File: config.mk
export PLATFORM = sky130hd
export DESIGN_NAME = neuron_mac_q78
export DESIGN_NICKNAME = d
export VERILOG_FILES = /design/src/rtl/nn_fixed_pkg.sv /design/src/rtl/q78_round_sat.sv /design/src/rtl/neuron_mac_q78.sv
export SDC_FILE = /design/constraint.sdc
export NUM_CORES = 1
export LEC_CHECK = 0
export BUFFER_PORTS_ARGS = -buffer_cell sky130_fd_sc_hd__buf_2
export CELL_PAD_IN_SITES_DETAIL_PLACEMENT = 0
export CELL_PAD_IN_SITES_GLOBAL_PLACEMENT = 1
export CORE_UTILIZATION = 45
export CTS_CLUSTER_SIZE = 14
export DETAILED_ROUTE_END_ITERATION = 12
export PLACE_DENSITY = 0.86
export SYNTH_ARGS = -nofsm -noshare
export SYNTH_HDL_FRONTEND = slang
export SYNTH_SLANG_ARGS = --single-unit
File: constraint.sdc
create_clock -name clk -period 7.99 [get_ports clk]
set_clock_uncertainty 0.05 [all_clocks]
set_input_delay 0 -clock clk [delete_from_list [all_inputs] [get_ports clk]]
set_output_delay 0 -clock clk [all_outputs]
set_load 0.03 [all_outputs]
File: src/rtl/nn_fixed_pkg.sv
// Shared Q7.8 fixed-point definitions for the neuron MAC and sigmoid activation stages.
package nn_fixed_pkg;

    localparam int DATA_W = 16;
    localparam int FRAC_W = 8;

    localparam logic [DATA_W-1:0] Q78_MIN = 16'h8000;
    localparam logic [DATA_W-1:0] Q78_MAX = 16'h7FFF;

    typedef enum logic [1:0] {
        IDLE  = 2'd0,
        ACC   = 2'd1,
        DRAIN = 2'd2,
        OUT   = 2'd3
    } state_t;

endpackage

File: src/rtl/q78_round_sat.sv
// Wide signed accumulator to signed Q7.8: round half up, then clip to the 16-bit range.
module q78_round_sat #(
    parameter int ACC_W  = 40,
    parameter int DATA_W = 16,
    parameter int FRAC_W = 8
) (
    input  logic signed [ACC_W-1:0]  acc,
    output logic        [DATA_W-1:0] x,
    output logic                     sat
);

    localparam logic signed [ACC_W-1:0] HALF =
        {{(ACC_W-FRAC_W){1'b0}}, 1'b1, {(FRAC_W-1){1'b0}}};

    logic signed [ACC_W-1:0]      sum_s;
    logic signed [ACC_W-1:0]      rnd_s;
    logic        [ACC_W-DATA_W:0] top_s;

    // Result fits only when every bit above the Q7.8 sign bit is a copy of it
    always_comb begin
        sum_s = acc + HALF;
        rnd_s = sum_s >>> FRAC_W;
        top_s = rnd_s[ACC_W-1:DATA_W-1];
        if ((top_s == {(ACC_W-DATA_W+1){1'b0}}) || (top_s == {(ACC_W-DATA_W+1){1'b1}})) begin
            x   = rnd_s[DATA_W-1:0];
            sat = 1'b0;
        end else if (rnd_s[ACC_W-1]) begin
            x   = {1'b1, {(DATA_W-1){1'b0}}};
            sat = 1'b1;
        end else begin
            x   = {1'b0, {(DATA_W-1){1'b1}}};
            sat = 1'b1;
        end
    end

endmodule

File: src/rtl/neuron_mac_q78.sv
// Streaming MAC neuron: multiply/accumulate beats, add bias, round/saturate to Q7.8 with valid/ready.
module neuron_mac_q78 #(
    parameter int DATA_W = 16,
    parameter int FRAC_W = 8,
    parameter int ACC_W  = 40,
    parameter int LEN_W  = 10
) (
    input  logic              clk,
    input  logic              rst,
    input  logic              in_valid,
    output logic              in_ready,
    input  logic              in_last,
    input  logic [DATA_W-1:0] act,
    input  logic [DATA_W-1:0] weight,
    input  logic [DATA_W-1:0] bias,
    output logic              out_valid,
    input  logic              out_ready,
    output logic [DATA_W-1:0] out_x,
    output logic              out_sat,
    output logic [LEN_W-1:0]  out_len
);

    import nn_fixed_pkg::*;

    localparam int PROD_W = 2 * DATA_W;
    localparam logic [LEN_W-1:0] LEN_ONE = {{(LEN_W-1){1'b0}}, 1'b1};

    state_t                    state_r;
    state_t                    state_nx_s;
    logic [1:0]                drain_cnt_r;
    logic signed [PROD_W-1:0]  prod_r;
    logic                      s1_valid_r;
    logic                      s1_first_r;
    logic [DATA_W-1:0]         bias_r;
    logic signed [ACC_W-1:0]   acc_r;
    logic [ACC_W-1:0]          prod_ext_s;
    logic [ACC_W-1:0]          bias_ext_s;
    logic [LEN_W-1:0]          beat_cnt_r;
    logic                      accept_s;
    logic                      drain_done_s;
    logic [DATA_W-1:0]         rs_x_s;
    logic                      rs_sat_s;

    assign in_ready     = (state_r == IDLE) || (state_r == ACC);
    assign accept_s     = in_valid && in_ready;
    assign drain_done_s = (state_r == DRAIN) && (drain_cnt_r == 2'd2);
    assign prod_ext_s   = {{(ACC_W-PROD_W){prod_r[PROD_W-1]}}, prod_r};
    // Bias is Q7.8; shifting by FRAC_W aligns it with the Q.16 products
    assign bias_ext_s   = {{(ACC_W-DATA_W-FRAC_W){bias_r[DATA_W-1]}}, bias_r, {FRAC_W{1'b0}}};

    q78_round_sat #(
        .ACC_W  (ACC_W),
        .DATA_W (DATA_W),
        .FRAC_W (FRAC_W)
    ) u_round_sat (
        .acc (acc_r),
        .x   (rs_x_s),
        .sat (rs_sat_s)
    );

    // Next-state logic for the vector sequencing FSM
    always_comb begin
        state_nx_s = state_r;
        case (state_r)
            IDLE: begin
                if (accept_s) state_nx_s = in_last ? DRAIN : ACC;
                else          state_nx_s = IDLE;
            end
            ACC: begin
                if (accept_s && in_last) state_nx_s = DRAIN;
                else                     state_nx_s = ACC;
            end
            DRAIN: begin
                if (drain_done_s) state_nx_s = OUT;
                else              state_nx_s = DRAIN;
            end
            OUT: begin
                if (out_ready) state_nx_s = IDLE;
                else           state_nx_s = OUT;
            end
            default: state_nx_s = IDLE;
        endcase
    end

    // Datapath pipeline, FSM state and output registers
    always_ff @(posedge clk) begin
        if (!rst) begin
            state_r     <= IDLE;
            drain_cnt_r <= 2'd0;
            prod_r      <= {PROD_W{1'b0}};
            s1_valid_r  <= 1'b0;
            s1_first_r  <= 1'b0;
            bias_r      <= {DATA_W{1'b0}};
            acc_r       <= {ACC_W{1'b0}};
            beat_cnt_r  <= {LEN_W{1'b0}};
            out_valid   <= 1'b0;
            out_x       <= {DATA_W{1'b0}};
            out_sat     <= 1'b0;
            out_len     <= {LEN_W{1'b0}};
        end else begin
            state_r <= state_nx_s;

            if (state_r == DRAIN) drain_cnt_r <= drain_cnt_r + 2'd1;
            else                  drain_cnt_r <= 2'd0;

            if (accept_s) begin
                prod_r     <= $signed(act) * $signed(weight);
                s1_valid_r <= 1'b1;
                s1_first_r <= (state_r == IDLE);
                if (state_r == IDLE) begin
                    bias_r     <= bias;
                    beat_cnt_r <= LEN_ONE;
                end else begin
                    beat_cnt_r <= beat_cnt_r + LEN_ONE;
                end
            end else begin
                s1_valid_r <= 1'b0;
            end

            if (s1_valid_r) begin
                if (s1_first_r) acc_r <= bias_ext_s + prod_ext_s;
                else            acc_r <= acc_r + prod_ext_s;
            end else begin
                acc_r <= acc_r;
            end

            // Result registers load once per vector and hold until consumed
            if (drain_done_s) begin
                out_valid <= 1'b1;
                out_x     <= rs_x_s;
                out_sat   <= rs_sat_s;
                out_len   <= beat_cnt_r;
            end else if (out_valid && out_ready) begin
                out_valid <= 1'b0;
            end else begin
                out_valid <= out_valid;
            end
        end
    end

endmodule

==> results of run 1 <==
## cells in the mapped netlist (4+ instances only)
cell,n
sky130_fd_sc_hd__clkbuf_1,76
sky130_fd_sc_hd__a21oi_2,9
sky130_fd_sc_hd__o21ai_0,115
sky130_fd_sc_hd__xnor2_1,66
sky130_fd_sc_hd__nand2_1,300
sky130_fd_sc_hd__a31o_2,4
sky130_fd_sc_hd__nor3_1,21
sky130_fd_sc_hd__buf_1,8
sky130_fd_sc_hd__nor2_1,85
sky130_fd_sc_hd__a21boi_0,41
sky130_fd_sc_hd__o211a_1,13
sky130_fd_sc_hd__dfxtp_1,132
sky130_fd_sc_hd__inv_1,353
sky130_fd_sc_hd__nor4_1,9
sky130_fd_sc_hd__mux2i_1,9
sky130_fd_sc_hd__nor3b_1,7
sky130_fd_sc_hd__a21o_1,46
sky130_fd_sc_hd__nand2b_1,30
sky130_fd_sc_hd__nand4_1,20
sky130_fd_sc_hd__xor2_1,40
sky130_fd_sc_hd__ha_1,148
sky130_fd_sc_hd__a2111oi_0,6
sky130_fd_sc_hd__and3_1,12
sky130_fd_sc_hd__o21a_1,10
sky130_fd_sc_hd__fa_1,264
sky130_fd_sc_hd__nand3_1,51
sky130_fd_sc_hd__a31oi_1,22
sky130_fd_sc_hd__o31ai_1,6
sky130_fd_sc_hd__a21oi_1,92
sky130_fd_sc_hd__a211oi_1,11
sky130_fd_sc_hd__and4_1,5
sky130_fd_sc_hd__a41oi_1,6
sky130_fd_sc_hd__o21bai_1,11
sky130_fd_sc_hd__nor2b_1,14
sky130_fd_sc_hd__nand3b_1,5
sky130_fd_sc_hd__o211ai_1,25
sky130_fd_sc_hd__or3_1,9
sky130_fd_sc_hd__and2_1,136
## power by group through the flow
stage | Sequential (mW) | Combinational, mW | Clock (mW)
floorplan | 0.818 | 6.15 | 0
global placement | 0.874 | 7.55 | 0
detailed placement | 0.877 | 7.70 | 0
CTS | 0.863 | 7.76 | 0.780
global route | 0.874 | 8.82 | 0.803
finish | 0.866 | 7.72 | 0.768
## cell families (layout without fill, tap and decap cells)
family                   count (synthesis)  after routing  synth area share, %
buffers and inverters                  447            497                 9.01
multiplexers                            10             10                0.529
XOR/XNOR                               106            106                 4.84
AO/OA/AOI/OAI                          453            453                 15.6
flip-flops                             132            132                 13.8
adder cells (fa/ha/maj)                412            412                 37.2
AND/OR/NAND/NOR                        731            731                 19.1
## path summary, 6_finish.rpt
| check | startpoint | end | cells past startpoint |
|---|---|---|---|
| worst max register to register | prod_r[8] | acc_r[32] | 12 |
| worst max-delay path | act[6] | prod_r[31] | 22 |
| worst min-delay path | act[0] | prod_r[0] | 3 |
| worst min register to register | drain_cnt_r[0] | drain_cnt_r[0] | 1 |
## placed cells by master (no fill, tap or decap), drive strengths merged, types with 7 or more instances in the layout
master	netlist	routed
nor2	85	85
or3	9	9
o211a	13	13
o21a	10	10
a211oi	11	11
dlygate4sd3	0	23
a21oi	101	101
nor4	11	11
a21boi	41	41
o211ai	25	25
and4	7	7
nor2b	14	14
a21o	46	46
nand3	52	52
nor3b	7	7
nand2b	30	30
buf	14	88
fa	264	264
xnor2	66	66
a2111oi	7	7
and3	15	15
mux2i	9	9
o21bai	11	11
xor2	40	40
nand2	301	301
dfxtp	132	132
a31oi	22	22
ha	148	148
inv	353	357
o21ai	116	116
clkbuf	79	19
and2	137	137
nand4	21	21
nor3	22	22
## worst min-delay path: stages
cell and delay (ns):
sky130_fd_sc_hd__buf_2 0.23, sky130_fd_sc_hd__nand3_1 0.13, sky130_fd_sc_hd__a21boi_0 0.08
## routing by layer
layer | vias up | global-route usage [%]
li1 | 7561 | -
met1 | 7636 | 31.2
met2 | 358 | 38.2
met3 | 55 | 2.61
met4 | 0 | 7.56
met5 | - | 0
## sequential cells by signal (all words and copies together), names as in the netlist
name,cells
acc_r,40
bias_r,16
out_valid,1
out_x,16
out_sat,1
state_r,2
prod_r,32
beat_cnt_r,10
out_len,10
s1_valid_r,1
s1_first_r,1
drain_cnt_r,2
## per-stage QoR
step | instances | setup slack [ns] | cell area, um^2
after floorplan | 2291 | 2.03 | 19200
after global placement | 2825 | 1.54 | 19900
after detailed placement | 2825 | 1.49 | 19900
after CTS | 2880 | 1.94 | 20700
after global routing | 2880 | 1.51 | 20700
final | 2880 | 1.91 | 20700
## area by class of cell
type | instances | share of cell area [%]
clock buffer | 19 | 2.14
tap | 539 | 3.26
timing repair buffer | 111 | 3.33
inverter | 354 | 6.42
multi-input combinational | 1712 | 71.5
sequential | 132 | 12.8
clock inverter | 13 | 0.598
## what timing repair did
item / CTS / global route
endpoints found under the hold margin: 47 / 0
gates resized for setup: 0 / 0
hold buffers: 23 / 0
==> impl_summary.log, run 1 <==
INFO  metric run_status = complete, no violations
INFO  metric syn_area_per_cell = between 8 and 9 um^2
INFO  metric timing.final.setup_violations = 0
INFO  metric chipWidth = around 210 um
INFO  metric wirelength_met1 = between 20000 and 25000 um
INFO  metric worstPathArrival = 6.36 ns
INFO  metric setup_repair_after_global_routing_missed_its_margin = false
INFO  metric cts_made_buffers = 17
INFO  metric bufs_on_longest_clock_path = 2
INFO  metric vias = 15.6k
INFO  metric route.antenna.remaining_nets = 0
INFO  metric setup-tns-final = 0 ns
INFO  metric worstSetupStartpointType = primary input
INFO  metric clock_latency_of_the_later_clocked_register_in_the_worst_skew_pair = 0.43 ns
INFO  metric ys_warn_count = 0
INFO  metric die_h = between 200 and 250 um
INFO  metric maxSlewViolCount = 0
INFO  metric min_period = 6.08 ns
INFO  metric synth.area.top_cells = sky130_fd_sc_hd__fa_1 28%, sky130_fd_sc_hd__dfxtp_1 14%, sky130_fd_sc_hd__ha_1 9.7%
INFO  metric tritoncts = built
INFO  metric track_usage = 23.0%
INFO  metric gp_congestion = 0.888
INFO  metric path_delay_family = adder cells
INFO  metric synthesis.area = 19200 um^2
INFO  metric critPathMaxStageDelay = 0.58 ns
INFO  metric postLayoutCoreUtil = 49.4%
INFO  metric starting_density_of_the_core = 45.7%
INFO  metric total_switching_power = 4.84 mW
INFO  metric place_hpwl = 38600 um
INFO  metric power.total = 9.36 mW
INFO  metric cts_htree_levels = 4
INFO  metric areaGrowthSynthToFinish = 8.03%
INFO  metric total_leakage_power = 9.81 nW
INFO  metric design.final.nets = 2793
INFO  metric detail_route.wl_per_cell = 17.0 um
INFO  metric sequential_area_share_after_synthesis = about 14%
INFO  metric rows = 75
INFO  metric final_hold_violating_endpoints = 0
INFO  metric mappedNetlistNets = 2756
INFO  metric dieArea = 43400 um^2
INFO  metric dr_wl_met2 = about 23000 um
INFO  metric core_area = 41900 um^2
INFO  metric synth_async_sr_flop_share = 0%
INFO  metric clock_power_share = 8.2%
INFO  metric worst_setup_path_end_kind = flop
INFO  metric via_count_of_the_first_global_routing_pass = 15.9k
INFO  metric avgViaCountPerCell = 5.42
INFO  metric n_antenna_cell = 0
INFO  metric crit_path_top_delay_cell = sky130_fd_sc_hd__a2111oi_0
INFO  metric post-route-period-util = between 70% and 80%
INFO  metric first_pass_iters = 5
INFO  metric main_flop_type_after_synthesis = sky130_fd_sc_hd__dfxtp_1
INFO  metric pwr-share-comb = between 80 and 90%
INFO  metric fillers = a little under 4k
INFO  metric netlist_instances = roughly 2.3k
INFO  metric path_buf_inv = 5
INFO  metric power.share.sequential = 9.3%
INFO  metric hold_path.class = primary input to flop
INFO  metric synth_edf_count = 0
INFO  metric vdd.ir_drop.worst = approximately 0.5 mV
INFO  metric yosys.cell_types.count = 87
INFO  metric drtIter0Drc = 1042
INFO  metric multiInputGateArea = 14800 um^2
INFO  metric dr_wl_met3 = 2170 um
INFO  metric grt_start_max_net_pins = about 110
INFO  metric post-route-drc-count = 0
INFO  metric cap_violations = 0
INFO  metric worst_pin_slew = 1.15 ns
INFO  metric detail_route.wirelength = between 40000 and 50000 um
INFO  metric cellPowerDensity = 452 nW/um^2
INFO  metric worstPathRequired = approximately 8.3 ns
INFO  metric sw_share = 51.8%
INFO  metric clkSinkCount = 132
INFO  metric slew_headroom = 23.0%
INFO  metric netlist.area_leader.share = 27.6%
INFO  metric io_buffers = 81
INFO  metric fin_hold_ws = 0.0108 ns
INFO  metric grt_first_pass_wirelength = approximately 81000 um
INFO  metric p_int = 4.51 mW
INFO  metric critical_path.cell_chain = buf_2 > and2_1 > fa_1 > inv_1 > fa_1 > fa_1 > inv_1 > fa_1 > fa_1 > inv_1 > fa_1 > inv_1 > ha_1 > a21o_1 > a21o_1 > a2111oi_0 > o31a_1 > o31a_1 > o21ai_0 > o21ai_0 > nand3_1 > a31o_2
INFO  metric number_of_antenna_violations_at_the_first_check_in_global_routing = 0
INFO  metric layout-drive-gt1-share = 7.01%
INFO  metric synth_largest_area_cell = sky130_fd_sc_hd__fa_1
INFO  metric cts_root_buf = sky130_fd_sc_hd__clkbuf_16
INFO  metric setup.reg_to_reg.worst_slack = approximately 3.7 ns
INFO  metric route.top_layer_used = met4
INFO  metric globalRouteOverflowTotal = 0
INFO  metric area.sequential = approximately 2600 um^2
INFO  metric yosys_reg_bits = 132
INFO  metric ios = 82
INFO  metric worst_path_most_repeated_cell = sky130_fd_sc_hd__fa_1
INFO  metric cts.repair_timing.setup_buffer_count = 0
INFO  metric max_clock_freq = 164 MHz
INFO  metric clkTransAtPathRegs = 0.06 ns
INFO  metric path_class = primary input to flop
INFO  metric max_fo_critical_path = 16
Note: power is estimated with default switching activity, not from simulation.
==> inputs of run 2 (changes only) <==
clock period = 5.9 ns   (was 7.99 ns; I/O delays follow)
==> impl_summary.log, run 2 (same netlist as run 1, synthesis figures left out) <==
INFO  metric starting_density_of_the_core = 45.7% (unchanged)
INFO  metric tritoncts = built (unchanged)
INFO  metric first_pass_iters = 5 (unchanged)
INFO  metric core_area = 41900 um^2 (unchanged)
INFO  metric layout_common_cells = 353 x sky130_fd_sc_hd__inv_1, 300 x sky130_fd_sc_hd__nand2_1, 264 x sky130_fd_sc_hd__fa_1, 148 x sky130_fd_sc_hd__ha_1, 136 x sky130_fd_sc_hd__and2_1 (unchanged)
INFO  metric areaGrowthSynthToFinish = 11.4% (was 8.03%)
INFO  metric slew_headroom = 35.0% (was 23.0%)
INFO  metric path_delay_family = adder cells (unchanged)
INFO  metric critical_path.cell_chain = buf_2 > and2_1 > fa_1 > inv_1 > fa_1 > fa_1 > inv_1 > fa_1 > fa_1 > inv_1 > fa_1 > inv_1 > ha_1 > a21o_1 > a21o_1 > a2111oi_1 > buf_4 > o31a_1 > o31a_1 > o21ai_1 > o2111a_1 > o31ai_1 > a31o_2 (was buf_2 > and2_1 > fa_1 > inv_1 > fa_1 > fa_1 > inv_1 > fa_1 > fa_1 > inv_1 > fa_1 > inv_1 > ha_1 > a21o_1 > a21o_1 > a2111oi_0 > o31a_1 > o31a_1 > o21ai_0 > o21ai_0 > nand3_1 > a31o_2)
INFO  metric grt_start_max_net_pins = 79 (was 107)
INFO  metric cts_htree_levels = 4 (unchanged)
INFO  metric clkSinkCount = 132 (unchanged)
INFO  metric pre_cts_slack = -0.240 ns (was 1.49 ns)
INFO  metric design.final.nets = 2877 (was 2793)
INFO  metric detail_route.wl_per_cell = 16.2 um (was 17.0 um)
INFO  metric cellPowerDensity = 639 nW/um^2 (was 452 nW/um^2)
INFO  metric timing.final.setup_violations = 0 (unchanged)
INFO  metric cts_root_buf = sky130_fd_sc_hd__clkbuf_16 (unchanged)
INFO  metric postLayoutSetupSlackWorst = 0.249 ns (was 1.91 ns)
INFO  metric ios = 82 (unchanged)
INFO  metric via_count_of_the_first_global_routing_pass = 16.2k (was 15.9k)
INFO  metric worst_pin_slew = 0.975 ns (was 1.15 ns)
INFO  metric timing.hold.worst.start = rst (was act[0])
INFO  metric largest_reg_flops = 40 (unchanged)
INFO  metric pwr-share-comb = 83.7% (was 82.5%)
INFO  metric bufs_on_longest_clock_path = 2 (unchanged)
INFO  metric n_antenna_cell = 0 (unchanged)
INFO  metric globalRouteOverflowTotal = 0 (unchanged)
INFO  metric avgViaCountPerCell = 5.35 (was 5.42)
INFO  metric io_buffers = 81 (unchanged)
INFO  metric gp_congestion = 0.927 (was 0.888)
INFO  metric hold_path.class = primary input to flop (unchanged)
INFO  metric cts_made_buffers = 17 (unchanged)
INFO  metric timing.critical_path.from = weight[4] (was act[6])
INFO  metric worstSetupStartpointType = primary input (unchanged)
INFO  metric route.antenna.remaining_nets = 0 (unchanged)
INFO  metric layout_top_registers = acc_r x40, prod_r x32 (unchanged)
INFO  metric p_int = 6.93 mW (was 4.51 mW)
INFO  metric dieArea = 43400 um^2 (unchanged)
INFO  metric fillers = 3954 (was 3953)
INFO  metric worstReg2RegStart = prod_r[8] (unchanged)
INFO  metric clock_power_share = 7.7% (was 8.2%)
INFO  metric crit_path_top_delay_cell = sky130_fd_sc_hd__fa_1 (was sky130_fd_sc_hd__a2111oi_0)
INFO  metric cts.repair_timing.setup_buffer_count = 0 (unchanged)
INFO  metric stdcell_area = 21300 um^2 (was 20700 um^2)
INFO  metric fin_hold_ws = 0.0216 ns (was 0.0108 ns)
INFO  metric post-route-period-util = 95.8%
INFO  metric rows = 75 (unchanged)
INFO  metric cap_violations = 0 (unchanged)
INFO  metric path_buf_inv = 6 (was 5)
INFO  metric drtIter0Drc = 733 (was 1042)
INFO  metric mostFrequentLayoutCell = sky130_fd_sc_hd__inv_1 (unchanged)
INFO  metric min_period = 5.65 ns
INFO  metric postLayoutCoreUtil = 50.9% (was 49.4%)
INFO  metric run_status = complete, no violations (unchanged)
INFO  metric vdd.ir_drop.worst = 0.650 mV (was 0.486 mV)
INFO  metric clkTransAtPathRegs = 0.06 ns (about the same)
INFO  metric clock_latency_of_the_later_clocked_register_in_the_worst_skew_pair = 0.43 ns (about the same)
INFO  metric track_usage = 22.8% (was 23.0%)
INFO  metric power.share.sequential = 8.6% (was 9.3%)
INFO  metric total_leakage_power = 10.2 nW (was 9.81 nW)
INFO  metric layout-drive-gt1-share = 10.4% (was 7.01%)
INFO  metric post-route-drc-count = 0 (unchanged)
INFO  metric path_class = primary input to flop (unchanged)
INFO  metric worst_setup_path_end_kind = flop (unchanged)
INFO  metric vias = 15.9k (was 15.6k)
INFO  metric worstPathRequired = 6.23 ns (was 8.27 ns)
INFO  metric max_clock_freq = 177 MHz
INFO  metric grt_first_pass_wirelength = 80900 um (about the same)
INFO  metric final_hold_violating_endpoints = 0 (unchanged)
INFO  metric worstPathArrival = 5.98 ns (was 6.36 ns)
INFO  metric maxSlewViolCount = 0 (unchanged)
INFO  metric sw_share = 49.2% (was 51.8%)
INFO  metric worst_path_most_repeated_cell = sky130_fd_sc_hd__fa_1 (unchanged)
INFO  metric setup_repair_after_global_routing_missed_its_margin = false (unchanged)
INFO  metric number_of_antenna_violations_at_the_first_check_in_global_routing = 0 (unchanged)
INFO  metric detail_route.wirelength = 48000 um (was 48900 um)
INFO  metric total_switching_power = 6.72 mW (was 4.84 mW)
INFO  metric detailed_place.area = 20600 um^2 (was 19900 um^2)
INFO  metric die_h = 208 um (unchanged)
INFO  metric chipWidth = 208 um (unchanged)
INFO  metric max_fo_critical_path = 10 (was 16)
INFO  metric critPathMaxStageDelay = 0.55 ns (was 0.58 ns)
INFO  metric place_hpwl = 39700 um (was 38600 um)
INFO  metric registers.top_by_ff_count = acc_r (unchanged)
[run 2: changes by cell type in the layout (fill, tap and decap cells not counted), moves of 2 or more]
cell,change
sky130_fd_sc_hd__o21ai_0,-2
sky130_fd_sc_hd__buf_4,+87
sky130_fd_sc_hd__inv_8,+2
sky130_fd_sc_hd__clkinvlp_4,-3
sky130_fd_sc_hd__dlygate4sd3_1,-3
sky130_fd_sc_hd__o21ai_1,+2
sky130_fd_sc_hd__inv_6,+2
[run 2: final cells by class]
cell class,count,area [um^2],area share (%)
clock buffer,18,439,2.06
inverter,354,1330,6.22
clock inverter,14,141,0.662
tap,539,674,3.16
sequential,132,2650,12.4
timing repair buffer,195,1310,6.15
multi-input combinational,1712,14800,69.4
[run 2: final timing paths]
check	end	cells past startpoint	slack, ns
max	prod_r[31]	23	0.25
min	drain_cnt_r[1]	3	0.02
max reg2reg	acc_r[32]	12	1.70
min reg2reg	drain_cnt_r[0]	1	0.36
[run 2: routing by layer]
| metal | vias up | global-route usage, % | share of wire [%] |
|---|---|---|---|
| li1 | 7741 | - | - |
| met1 | 7726 | 30.3 | 46 |
| met2 | 325 | 38.1 | 46 |
| met3 | 72 | 2.19 | 3.8 |
| met4 | 0 | 9.22 | 3.6 |
| met5 | - | 0 | 0 |
[run 2: power by group through the flow]
stage	combinational, mW	sequential (mW)	clock, mW
after floorplan	8.35	1.11	0
after global placement	11.2	1.18	0
after detailed placement	11.4	1.18	0
after CTS	11.5	1.16	1.08
after global routing	13.1	1.18	1.11
final	11.4	1.17	1.06
[run 2: tightest hold or removal path, delay by kind of cell]
family	cells	cell delay (ns)
buffers and inverters	1	0.27
AND/OR/NAND/NOR	2	0.18
[run 2: timing repair]
action / 4_1_cts / 5_1_grt
hold buffers: 20 / 0
resized for setup: 0 / 1
hold endpoints to repair: 20 / 0
setup endpoints to repair: 0 / 2
[run 2: per-stage QoR]
stage                     cells  power (mW)  setup TNS (ns)
after global routing       2964        15.4               0
final                      2964        13.6               0
after CTS                  2964        13.8               0
after floorplan            2291        9.45               0
after global placement     2912        12.4          -0.747
after detailed placement   2912        12.6          -0.762
==> inputs of run 3 (changes only) <==
ABC_AREA = 1   (was not set)
CTS_CLUSTER_DIAMETER = 80   (was not set)
MAX_ROUTING_LAYER = met4   (was not set)
PLACE_DENSITY = 0.89   (was 0.86)
==> impl_summary.log, run 3 <==
INFO  metric layout_common_cells = 664 x sky130_fd_sc_hd__inv_1, 653 x sky130_fd_sc_hd__nand2_1, 306 x sky130_fd_sc_hd__nor2_1, 264 x sky130_fd_sc_hd__fa_1, 196 x sky130_fd_sc_hd__a21oi_1 (was 353 x sky130_fd_sc_hd__inv_1, 300 x sky130_fd_sc_hd__nand2_1, 264 x sky130_fd_sc_hd__fa_1, 148 x sky130_fd_sc_hd__ha_1, 136 x sky130_fd_sc_hd__and2_1)
INFO  metric yosys.cell_count.top_type = sky130_fd_sc_hd__inv_1 (unchanged)
INFO  metric max_clock_freq = 182 MHz (was 177 MHz)
INFO  metric syn_area_per_cell = 6.82 um^2 (was 8.37 um^2)
INFO  metric path_class = primary input to flop (unchanged)
INFO  metric route.top_layer_used = met4 (unchanged)
INFO  metric dieArea = 46800 um^2 (was 43400 um^2)
INFO  metric ys_warn_count = 0 (unchanged)
INFO  metric starting_density_of_the_core = 45.5% (was 45.7%)
INFO  metric min_delay_worst_endpoint = prod_r[0] (was drain_cnt_r[1])
INFO  metric synthesis.area = 20700 um^2 (was 19200 um^2)
INFO  metric crit_path_top_delay_cell = sky130_fd_sc_hd__fa_1 (unchanged)
INFO  metric detail_route.wirelength = 61900 um (was 48000 um)
INFO  metric tritoncts = built (unchanged)
INFO  metric fillers = 4647 (was 3954)
INFO  metric ios = 82 (unchanged)
INFO  metric synth_largest_area_cell = sky130_fd_sc_hd__fa_1 (unchanged)
INFO  metric hold_path.class = primary input to flop (unchanged)
INFO  metric first_pass_iters = 6 (was 5)
INFO  metric place_hpwl = 51600 um (was 39700 um)
INFO  metric timing.hold.worst.start = act[0] (was rst)
INFO  metric registers.top_by_ff_count = acc_r (unchanged)
INFO  metric largest_reg_flops = 40 (unchanged)
INFO  metric synth_edf_count = 0 (unchanged)
INFO  metric synth_async_sr_flop_share = 0% (unchanged)
INFO  metric netlist.area_leader.share = 25.6% (was 27.6%)
INFO  metric bufs_on_longest_clock_path = 2 (unchanged)
INFO  metric wirelength_met1 = 29100 um (was 22300 um)
INFO  metric number_of_antenna_violations_at_the_first_check_in_global_routing = 0 (unchanged)
INFO  metric r2r_cells = 15 (was 12)
INFO  metric cap_violations = 0 (unchanged)
INFO  metric mostFrequentLayoutCell = sky130_fd_sc_hd__inv_1 (unchanged)
INFO  metric io_buffers = 81 (unchanged)
INFO  metric layout_top_registers = acc_r x40, prod_r x32 (unchanged)
INFO  metric worst_setup_path_end_kind = flop (unchanged)
INFO  metric gp_congestion = 1.00 (was 0.927)
INFO  metric min_period = 5.50 ns (was 5.65 ns)
INFO  metric path_buf_inv = 6 (unchanged)
INFO  metric dr_wl_met3 = 4480 um (was 1810 um)
INFO  metric avgViaCountPerCell = 5.28 (was 5.35)
INFO  metric worstSetupStartpointType = primary input (unchanged)
INFO  metric max_fo_critical_path = 4 (was 10)
INFO  metric netlist_instances = 3030 (was 2291)
INFO  metric grt_start_max_net_pins = 83 (was 79)
INFO  metric sequential_area_share_after_synthesis = 12.8% (was 13.8%)
INFO  metric layout-drive-gt1-share = 6.49% (was 10.4%)
INFO  metric post-route-period-util = 93.2% (was 95.8%)
INFO  metric die_h = 216 um (was 208 um)
INFO  metric cts_htree_levels = 4 (unchanged)
INFO  metric track_usage = 28.4% (was 22.8%)
INFO  metric hold_depth = 4 (was 3)
INFO  metric dr_wl_met2 = 27300 um (was 22300 um)
INFO  metric globalRouteOverflowTotal = 0 (unchanged)
INFO  metric synth.area.top_cells = sky130_fd_sc_hd__fa_1 26%, sky130_fd_sc_hd__dfxtp_1 13%, sky130_fd_sc_hd__inv_1 12% (was sky130_fd_sc_hd__fa_1 28%, sky130_fd_sc_hd__dfxtp_1 14%, sky130_fd_sc_hd__ha_1 9.7%)
INFO  metric critical_path.cell_chain = buf_2 > inv_1 > or2_2 > fa_1 > fa_1 > inv_1 > fa_1 > fa_1 > fa_1 > inv_1 > fa_1 > inv_1 > ha_1 > a21oi_1 > o21ai_0 > a21oi_1 > nand3_1 > nand2_1 > nand2_1 > nand2_1 > nand3_1 > o211ai_1 > inv_1 (was buf_2 > and2_1 > fa_1 > inv_1 > fa_1 > fa_1 > inv_1 > fa_1 > fa_1 > inv_1 > fa_1 > inv_1 > ha_1 > a21o_1 > a21o_1 > a2111oi_1 > buf_4 > o31a_1 > o31a_1 > o21ai_1 > o2111a_1 > o31ai_1 > a31o_2)
INFO  metric synth.top_cells.by_count = 664 x sky130_fd_sc_hd__inv_1, 653 x sky130_fd_sc_hd__nand2_1, 307 x sky130_fd_sc_hd__nor2_1 (was 353 x sky130_fd_sc_hd__inv_1, 300 x sky130_fd_sc_hd__nand2_1, 264 x sky130_fd_sc_hd__fa_1)
INFO  metric chipWidth = 216 um (was 208 um)
INFO  metric cts.repair_timing.setup_buffer_count = 0 (unchanged)
INFO  metric detail_route.wl_per_cell = 16.7 um (was 16.2 um)
INFO  metric final_hold_violating_endpoints = 0 (unchanged)
INFO  metric maxSlewViolCount = 0 (unchanged)
INFO  metric design.final.nets = 3551 (was 2877)
INFO  metric cts_root_buf = sky130_fd_sc_hd__clkbuf_16 (unchanged)
INFO  metric drtIter0Drc = 1698 (was 733)
INFO  metric critPathMaxStageDelay = 0.54 ns (was 0.55 ns)
INFO  metric yosys.cell_types.count = 46 (was 87)
INFO  metric route.antenna.remaining_nets = 0 (unchanged)
INFO  metric mappedNetlistNets = 3495 (was 2756)
INFO  metric clock_latency_of_the_later_clocked_register_in_the_worst_skew_pair = 0.46 ns (was 0.43 ns)
INFO  metric worstPathRequired = 6.19 ns (was 6.23 ns)
INFO  metric clkSinkCount = 132 (unchanged)
INFO  metric setup.reg_to_reg.worst_slack = 2.46 ns (was 1.70 ns)
INFO  metric worst_path_most_repeated_cell = sky130_fd_sc_hd__fa_1 (unchanged)
INFO  metric worstPathArrival = 5.79 ns (was 5.98 ns)
INFO  metric areaGrowthSynthToFinish = 8.83% (was 11.4%)
INFO  metric setup_repair_after_global_routing_missed_its_margin = false (unchanged)
INFO  metric hold_buffers = 21 (was 20)
INFO  metric run_status = complete, no violations (unchanged)
INFO  metric n_antenna_cell = 0 (unchanged)
INFO  metric clkTransAtPathRegs = 0.06 ns (about the same)
INFO  metric setup-tns-final = 0 ns (unchanged)
INFO  metric yosys_reg_bits = 132 (unchanged)
INFO  metric area.sequential = 2640 um^2 (was 2650 um^2)
INFO  metric reg2reg_to = acc_r[22] (was acc_r[32])
INFO  metric grt_first_pass_wirelength = 102000 um (was 80900 um)
INFO  metric timing.final.setup_violations = 0 (unchanged)
INFO  metric core_area = 45400 um^2 (was 41900 um^2)
INFO  metric cts_made_buffers = 17 (unchanged)
INFO  metric post-route-drc-count = 0 (unchanged)
INFO  metric vias = 19.5k (was 15.9k)
INFO  metric worstReg2RegStart = prod_r[0] (was prod_r[8])
INFO  metric path_delay_family = adder cells (unchanged)
INFO  metric cts-resized-gates = 0 (unchanged)
INFO  metric slew_headroom = 37.4% (was 35.0%)
INFO  metric multiInputGateArea = 15100 um^2 (was 14800 um^2)
INFO  metric via_count_of_the_first_global_routing_pass = 19.6k (was 16.2k)
INFO  metric main_flop_type_after_synthesis = sky130_fd_sc_hd__dfxtp_1 (unchanged)
INFO  metric rows = 78 (was 75)
INFO  metric worst_pin_slew = 0.934 ns (was 0.975 ns)
run 3: cell count changes after synthesis, sizes merged, moves of 75 or more:
cell / before / now
nor2: 85 / 321
a21oi: 101 / 206
nand2: 301 / 663
and2: 137 / 0
o21ai: 116 / 191
nand3: 52 / 134
inv: 353 / 667
run 3: through the flow:
step	instance area (um^2)	hold WS, ns	cells	utilization, %	worst slack (ns)
finish	22500	0.0327	3699	49.6	0.400
floorplan	20700	0.0722	3030	-	0.452
global route	22500	0.0533	3699	49.6	0.0691
global placement	21700	0.177	3646	47.8	0.0112
detailed placement	21700	0.179	3646	47.8	-0.0232
CTS	22500	0.0212	3699	49.6	0.436
run 3: worst max path at each step:
stage | startpoint | endpoint | slack, ns | cells after the start
final | weight[15] | prod_r[26] | 0.40 | 23
after global routing | weight[15] | prod_r[26] | 0.07 | 23
after CTS | act[15] | prod_r[25] | 0.44 | 25
after detailed placement | act[5] | prod_r[26] | -0.02 | 22
after global placement | weight[15] | prod_r[26] | 0.01 | 23
after floorplan | weight[9] | prod_r[29] | 0.45 | 22
run 3: area by class of cell:
| class | instances | share of cell area [%] |
|---|---|---|
| Timing Repair Buffer | 138 | 3.94 |
| Inverter | 670 | 11.2 |
| Multi-Input combinational cell | 2127 | 67.2 |
| Sequential cell | 132 | 11.8 |
| Tap cell | 600 | 3.34 |
| Clock buffer | 17 | 1.89 |
| Clock inverter | 15 | 0.718 |
run 3: cells by family after synthesis:
group | synth area share, %
AO/OA/AOI/OAI | 12.7
flip-flops | 12.8
buffers and inverters | 14.1
XOR/XNOR | 2.20
adder cells (fa/ha/maj) | 34.5
AND/OR/NAND/NOR | 23.6
run 3: worst register-to-register path, delay by kind of cell, from the launching register on:
family,cells,cell delay [ns]
buf+inv,3,0.27
simple gates,6,0.84
fa+ha+maj,2,0.63
flops,1,0.35
compound gates,4,1.19
run 3: metal layers:
metal,global-route usage [%],vias to the layer above
li1,-,9435
met1,40.2,9381
met2,43.4,634
met3,3.49,67
met4,6.29,0
met5,-,-
Power of run 3 is left out: the tool's default activity adds up to more than one toggle a clock period on the data nets, which glitch-free logic cannot reach.
